`src/rtl/pkg_tpu.sv`:
```
// Shared TPU types for the vector command path: command word, issue number
// and the commit-report FSM state.
package pkg_tpu;

  localparam int NUM_ENTRY_HAZARD = 8;
  localparam int ISSUE_NO_W       = $clog2(NUM_ENTRY_HAZARD);

  typedef logic [ISSUE_NO_W-1:0] issue_no_t;

  typedef struct packed {
    logic       v;
    logic [6:0] opcode;
  } instr_t;

  typedef struct packed {
    instr_t     instr;
    issue_no_t  issue_no;
    logic [15:0] operand;
  } command_t;

  typedef enum logic {
    COMMIT_IDLE = 1'b0,
    COMMIT_SEND = 1'b1
  } commit_state_e;

endpackage

```
`src/rtl/vcmd_fifo.sv`:
```
// Parameterised synchronous FIFO with extended read/write pointers; reports
// occupancy so the owner derives empty/full. Used for commands and commits.
module vcmd_fifo #(
  parameter int WIDTH = 8,
  parameter int DEPTH = 4
) (
  input  logic                     clock,
  input  logic                     reset,
  input  logic                     i_push,
  input  logic [WIDTH-1:0]         i_data,
  input  logic                     i_pop,
  output logic [WIDTH-1:0]         o_data,
  output logic [$clog2(DEPTH):0]   o_count
);

  localparam int AW = $clog2(DEPTH);

  logic [WIDTH-1:0] mem [DEPTH];
  logic [AW:0]      wr_ptr_q, wr_ptr_d;
  logic [AW:0]      rd_ptr_q, rd_ptr_d;
  logic             full, empty, push_ok, pop_ok;

  always_comb begin
    empty    = (wr_ptr_q == rd_ptr_q);
    full     = (wr_ptr_q[AW] != rd_ptr_q[AW]) &&
               (wr_ptr_q[AW-1:0] == rd_ptr_q[AW-1:0]);
    pop_ok   = i_pop && !empty;
    push_ok  = i_push && (!full || pop_ok);
    wr_ptr_d = wr_ptr_q + {{AW{1'b0}}, push_ok};
    rd_ptr_d = rd_ptr_q + {{AW{1'b0}}, pop_ok};
    o_data   = mem[rd_ptr_q[AW-1:0]];
    o_count  = wr_ptr_q - rd_ptr_q;
  end

  always_ff @(posedge clock or posedge reset) begin
    if (reset) begin
      wr_ptr_q <= '0;
      rd_ptr_q <= '0;
    end else begin
      wr_ptr_q <= wr_ptr_d;
      rd_ptr_q <= rd_ptr_d;
    end
  end

  // NOTE: storage is deliberately not reset; the pointers alone say which
  // entries are valid, so the array can map onto plain RAM or reset-less flops.
  always_ff @(posedge clock) begin
    if (push_ok) mem[wr_ptr_q[AW-1:0]] <= i_data;
  end

endmodule

```
`src/rtl/vcmd_receiver.sv`:
```
// Vector command receiver: buffers scalar-unit commands, issues them to the
// lane, tracks outstanding issue numbers and reports commits. VCMD_BYPASS_EN adds an empty-FIFO bypass.
module vcmd_receiver
  import pkg_tpu::*;
#(
  parameter int DEPTH_CMD        = 4,
  parameter int NUM_ENTRY_HAZARD = pkg_tpu::NUM_ENTRY_HAZARD
) (
  input  logic      clock,
  input  logic      reset,
  input  logic      I_Cmd_Valid,
  input  command_t  I_Cmd,
  output logic      O_Cmd_Ready,
  output logic      O_Issue_Valid,
  output command_t  O_Issue,
  input  logic      I_Lane_Stall,
  input  logic      I_Done_Valid,
  input  issue_no_t I_Done_No,
  output logic      O_Commit,
  output issue_no_t O_Commit_No,
  input  logic      I_Commit_Ack,
  output logic      O_Busy,
  output logic      O_Err
);

  localparam int CMD_CW = $clog2(DEPTH_CMD) + 1;
  localparam int HZ_CW  = $clog2(NUM_ENTRY_HAZARD) + 1;
  localparam logic [HZ_CW:0] HZ_LIMIT = (HZ_CW + 1)'(NUM_ENTRY_HAZARD);

  logic [CMD_CW-1:0] cmd_count;
  command_t          cmd_head, issue_src;
  logic              cmd_empty, cmd_full, cmd_push, cmd_pop, cmd_accept;
  logic              bypass, issue_take;

  issue_no_t         cq_head;
  logic [HZ_CW-1:0]  cq_count, out_cnt;
  logic [HZ_CW:0]    hazard_sum;
  logic              cq_push, cq_pop, cq_empty, hazard_full;

  logic [NUM_ENTRY_HAZARD-1:0] out_q, out_d;
  logic              err_q, err_d;
  logic              issue_valid_q, issue_valid_d;
  command_t          issue_q, issue_d;

  commit_state_e     state_q;
  logic              commit_q;
  issue_no_t         commit_no_q;

  vcmd_fifo #(.WIDTH($bits(command_t)), .DEPTH(DEPTH_CMD)) u_cmd_fifo (
    .clock   (clock),
    .reset   (reset),
    .i_push  (cmd_push),
    .i_data  (I_Cmd),
    .i_pop   (cmd_pop),
    .o_data  (cmd_head),
    .o_count (cmd_count)
  );

  vcmd_fifo #(.WIDTH($bits(issue_no_t)), .DEPTH(NUM_ENTRY_HAZARD)) u_commit_q (
    .clock   (clock),
    .reset   (reset),
    .i_push  (cq_push),
    .i_data  (I_Done_No),
    .i_pop   (cq_pop),
    .o_data  (cq_head),
    .o_count (cq_count)
  );

  always_comb begin
    cmd_empty = (cmd_count == '0);
    cmd_full  = (cmd_count == CMD_CW'(DEPTH_CMD));
    cmd_pop   = !cmd_empty && !I_Lane_Stall;
    cq_empty  = (cq_count == '0);

    out_cnt = '0;
    for (int i = 0; i < NUM_ENTRY_HAZARD; i++) out_cnt = out_cnt + HZ_CW'(out_q[i]);
    hazard_sum  = (HZ_CW + 1)'(out_cnt) + (HZ_CW + 1)'(cq_count);
    hazard_full = (hazard_sum >= HZ_LIMIT);

    O_Cmd_Ready = (!cmd_full || cmd_pop) && !hazard_full;
    cmd_accept  = I_Cmd_Valid && O_Cmd_Ready && I_Cmd.instr.v;
`ifdef VCMD_BYPASS_EN
    bypass = cmd_accept && cmd_empty && !I_Lane_Stall;
`else
    bypass = 1'b0;
`endif
    cmd_push   = cmd_accept && !bypass;
    issue_take = cmd_pop || bypass;
    issue_src  = cmd_pop ? cmd_head : I_Cmd;

    // NOTE: blocking assignments here are evaluated in order, which is what
    // makes a same-cycle completion clear its bit before a new issue sets it.
    out_d   = out_q;
    err_d   = err_q;
    cq_push = 1'b0;
    if (I_Done_Valid) begin
      if (out_q[I_Done_No]) begin
        out_d[I_Done_No] = 1'b0;
        cq_push          = 1'b1;
      end else begin
        err_d = 1'b1;
      end
    end
    if (issue_take) begin
      if (out_d[issue_src.issue_no]) err_d = 1'b1;
      out_d[issue_src.issue_no] = 1'b1;
    end

    issue_valid_d = issue_take;
    issue_d       = issue_take ? issue_src : issue_q;

    // The head is moved into the commit register as soon as it is presented.
    cq_pop = !cq_empty && ((state_q == COMMIT_IDLE) || I_Commit_Ack);
  end

  always_ff @(posedge clock or posedge reset) begin
    if (reset) begin
      out_q         <= '0;
      err_q         <= 1'b0;
      issue_valid_q <= 1'b0;
      issue_q       <= '0;
    end else begin
      out_q         <= out_d;
      err_q         <= err_d;
      issue_valid_q <= issue_valid_d;
      issue_q       <= issue_d;
    end
  end

  always_ff @(posedge clock or posedge reset) begin
    if (reset) begin
      state_q     <= COMMIT_IDLE;
      commit_q    <= 1'b0;
      commit_no_q <= '0;
    end else begin
      case (state_q)
        COMMIT_IDLE: begin
          if (!cq_empty) begin
            state_q     <= COMMIT_SEND;
            commit_q    <= 1'b1;
            commit_no_q <= cq_head;
          end
        end
        COMMIT_SEND: begin
          if (I_Commit_Ack) begin
            if (!cq_empty) begin
              commit_no_q <= cq_head;
            end else begin
              state_q  <= COMMIT_IDLE;
              commit_q <= 1'b0;
            end
          end
        end
        default: begin
          state_q  <= COMMIT_IDLE;
          commit_q <= 1'b0;
        end
      endcase
    end
  end

  assign O_Issue_Valid = issue_valid_q;
  assign O_Issue       = issue_q;
  assign O_Commit      = commit_q;
  assign O_Commit_No   = commit_no_q;
  assign O_Err         = err_q;
  assign O_Busy        = !cmd_empty || (|out_q) || issue_valid_q ||
                         (state_q == COMMIT_SEND);

endmodule

```
`config.mk`:
```
export PLATFORM = sky130hd
export DESIGN_NAME = vcmd_receiver
export DESIGN_NICKNAME = d
export VERILOG_FILES = /design/src/rtl/pkg_tpu.sv /design/src/rtl/vcmd_fifo.sv /design/src/rtl/vcmd_receiver.sv
export SDC_FILE = /design/constraint.sdc
export NUM_CORES = 1
export LEC_CHECK = 0
export CORE_MARGIN = 2
export CORE_UTILIZATION = 35
export CTS_CLUSTER_SIZE = 24
export DETAILED_ROUTE_END_ITERATION = 16
export PLACE_DENSITY = 0.61
export SYNTH_ARGS = -nofsm -noshare
export SYNTH_HDL_FRONTEND = slang
export SYNTH_SLANG_ARGS = --single-unit
```
`constraint.sdc`:
```
create_clock -name clock -period 17.9 [get_ports clock]
set_input_delay 1.79 -clock clock [delete_from_list [all_inputs] [get_ports clock]]
set_output_delay 1.79 -clock clock [all_outputs]
set_load 0.05 [all_outputs]
```
==> metrics.md <==
| Metric | Value |
|---|---|
| Status | finished, final reports clean |
| Global routing usage on met2 | 0.2545 |
| CP endpoint kind | output port |
| H-Tree Depth | 4 |
| Maximum vdd drop | 123.6 uV |
| Iteration-0 DRC Markers | 329 |
| DRT Wirelength | 17.57 mm |
| Die Span Y | 156.1 um |
| Met1 Usage GRT | 0.1866 |
| Placed Cells incl. Taps | roughly 890 |
| First-pass GRT wire length | roughly 28 mm |
| Startpoint Class | flop |
| CP Cell Sequence | ha_1 > inv_1 > fa_1 > inv_1 > fa_1 > fa_1 > fa_1 > nor2b_1 > o21ai_0 > mux2_2 > nor4_1 > clkdlybuf4s50_1 |
| RSZ-0062 raised after global routing | false |
| Critical Path Fanout Max | 8 |
| Total CTS buffers | 17 |
| Power density over the cells | approximately 210 mW/mm2 |
| Yosys warnings | 0 |
| Critical path's most frequent cell | fa_1 |
| Final period util | 0.3879 |
| Hold-fix buffer count after cts | 0 |
| Post-synth top area share | 0.4893 |
| Core Region | between 0.02 and 0.025 mm2 |
| Clock skew | ~0.017 ns |
| CTS tree | built |
| CP max stage cell | clkdlybuf4s50_1 |
| Cts repair resizes | 0 |
| WHS | roughly 0.49 ns |
| Ys flop type | edfxtp_1 |
| Min-Delay Path Depth | 2 |
| Hold path startpoint | O_Issue[5] |
| Overall global routing resource usage | 0.1512 |
| Endpoints failing hold | 0 |
| CTS root buf | clkbuf_16 |
| # IOs | just over 70 |
| Cell accounting for the most synthesized area | edfxtp_1 |
| Family with the most delay on the worst path | adder cells |
| Remaining global-route overflow | 0 |
| DRC | 0 |
| R2R Path End | u_cmd_fifo.mem[0][18] |
| GR Util met3 | 0.04389 |
| DP Area | just over 0.009 mm2 |
| Peak Freq | 0.1440 GHz |
| Synthesized area per cell | approximately 15 um2 |
| Path depth of the worst reg2reg path | 14 |
| Worst setup margin | around 11 ns |
| Slew headroom | 0.3086 |
| Wire per inst | ~19 um |
| Worst slew pin tran | just over 1 ns |
| Synth top area cells | edfxtp_1, dfrtp_1, mux4_2, nand2_1, ha_1 |
| Critical Path RT | about 16 ns |
| Via count | just under 5,000 |
| Kind of critical path | flop to output port |
| Final setup vio count | 0 |
| Post-DP HPWL | roughly 11 mm |
| Routability cong. | roughly 0.88 |
| Starting Density | 0.3567 |
| Post-Syn Area | around 0.0081 mm2 |
| Largest net degree at the start of global routing | 57 |
| Area added between synthesis and finish | 20.36% |
| Most frequent cell after synthesis | edfxtp_1 |
| Minimum clock period | between 6 and 7 ns |
| Max incr delay on CP | 0.90 ns |
| ANT cells | 0 |
| Slew Viols, Final | 0 |
| 1st-pass router iterations | 5 |
| Clk_lat worst skew | approximately 0.44 ns |
| WP buf/inv | 3 |
| Die W | roughly 160 um |
| EDFF count, synth | 132 |
| Design Area, Final | slightly below 0.01 mm2 |
| Post-synthesis cell type count | between 50 and 60 |
| Rows | between 50 and 60 |
| Maxcap violations | 0 |
| Via density | 5.260 |
| R2R Path Start | u_commit_q.rd_ptr_q[0] |
| Die area | 0.02438 mm2 |
| NumNets Final | just under 700 |
| Number of buffers added on ports | 70 |
| Layer with the highest usage | met2 |
| Seq/Total Area, Yosys | 0.6622 |
| Setup TNS | 0 ns |
| Syn Inst Count | ~550 |
| CTS clk-pin slew, worst paths | around 0.08 ns |
| Type of the worst min-delay path | flop to flop |
| Post-CTS Setup Inserts | 0 |
| Async set-reset flop share out of synthesis | 0.2979 |
| Share of cells above drive strength 1 | 0.1431 |
| Longest Clk Path Bufs | 2 |
| Setup WS pre-CTS | 11.38 ns |
| Yosys reg bits | around 190 |
| WHS Endpoint | O_Issue[5] |
| Synthesized net count | ~610 |
| Top cells by count, synth | edfxtp_1, nand2_1, dfrtp_1 |
| DRT antenna net count | 0 |
| Vias in the first global route | 5,018 |
| Finished Layout Cells | around 920 |
| R2R Setup Slk | ~13 ns |
| Clk sinks | roughly 190 |
| P_leak | about 0.0037 uW |
| Worst Path Arrival | a little over 5 ns |
| Initial antenna violation count | 0 |
-- cells in the final DEF (no fill, tap or decap), types with 2 or more instances in the layout --
| cell | instances |
|---|---|
| buf_4 | 8 |
| nand3_1 | 5 |
| a21oi_1 | 4 |
| o2111a_1 | 5 |
| mux4_2 | 33 |
| nor4_1 | 4 |
| edfxtp_1 | 132 |
| o211ai_1 | 4 |
| dfrtp_1 | 55 |
| a32o_1 | 4 |
| clkdlybuf4s50_1 | 70 |
| a32oi_1 | 4 |
| inv_12 | 2 |
| nand2b_1 | 11 |
| inv_8 | 3 |
| inv_1 | 29 |
| nand2_1 | 112 |
| mux2i_1 | 4 |
| clkinv_8 | 5 |
| a221oi_1 | 4 |
| nor2_1 | 24 |
| o32ai_1 | 7 |
| mux2_2 | 4 |
| nor3_1 | 8 |
| xor2_1 | 4 |
| fa_1 | 6 |
| o21ai_0 | 5 |
| ha_1 | 19 |
| inv_6 | 3 |
| and3_1 | 2 |
| a211oi_1 | 3 |
| o22ai_1 | 2 |
| clkbuf_16 | 17 |
| xnor2_1 | 5 |
| a311oi_1 | 4 |
-- worst max-delay path by stage --
stage	depth (start not counted)	end	slack, ns	from
3_5_place_dp	12	O_Cmd_Ready	11.38	u_commit_q.rd_ptr_q[0]
3_3_place_gp	13	O_Cmd_Ready	11.41	u_commit_q.rd_ptr_q[0]
4_1_cts	12	O_Cmd_Ready	10.89	u_commit_q.rd_ptr_q[0]
5_1_grt	12	O_Cmd_Ready	10.68	u_commit_q.rd_ptr_q[0]
2_1_floorplan	14	u_cmd_fifo.mem[0][0]	10.36	u_commit_q.wr_ptr_q[0]
6_report	12	O_Cmd_Ready	10.96	u_commit_q.rd_ptr_q[0]
-- sequential cells by signal, summed over array words and instances, names as in the netlist --
signal / count
u_cmd_fifo.mem: 108
O_Issue: 27
u_commit_q.mem: 24
out_q: 8
u_commit_q.rd_ptr_q: 4
u_commit_q.wr_ptr_q: 4
O_Commit_No: 3
u_cmd_fifo.rd_ptr_q: 3
u_cmd_fifo.wr_ptr_q: 3
O_Commit: 1
O_Err: 1
O_Issue_Valid: 1
state_q: 1
-- worst register-to-register path: stages, from the launching register on --
cell	delay, ns
dfrtp_1	0.53
ha_1	0.40
inv_1	0.08
fa_1	0.48
inv_1	0.05
fa_1	0.49
fa_1	0.43
fa_1	0.42
nor2b_1	0.14
o21ai_0	0.09
mux2_2	0.29
nor4_1	0.43
o2111a_1	0.35
nor3b_2	0.18
buf_4	0.40
-- cell families after synthesis --
logic type | share of synthesized area
mux | 0.1022
buf+inv | 0.02903
compound gates | 0.05776
simple gates | 0.09081
flops | 0.6622
xor+xnor | 0.01375
fa+ha+maj | 0.04417
-- routing by layer --
metal / part of all wire / vias up
met5: 0 / -
met4: 0.021 / 0
met3: 0.061 / 28
met2: 0.50 / 165
met1: 0.42 / 2464
li1: - / 2187
-- through the flow --
stage | power [uW] | utilization
2_1_floorplan | 1373 | -
6_report | 2044 | 0.4294
5_1_grt | 2181 | 0.4294
3_5_place_dp | 1663 | 0.4013
3_3_place_gp | 1639 | 0.4013
4_1_cts | 2071 | 0.4294
-- power by group --
part | internal, uW | switching [uW] | leakage, uW
logic | 370 | 571 | 0.00151
clock network | 206 | 193 | 0.000305
registers | 607 | 98.3 | 0.00185
-- layout make-up --
type	count	area [um2]
clock buffer	17	425.4
clock inverter	15	211.5
fill	2043	12960
inverter	31	121.4
multi-input combinational	307	2509
sequential	188	5366
tap	285	356.6
timing repair buffer	78	760.7
Power figures use the tool's default switching activity.
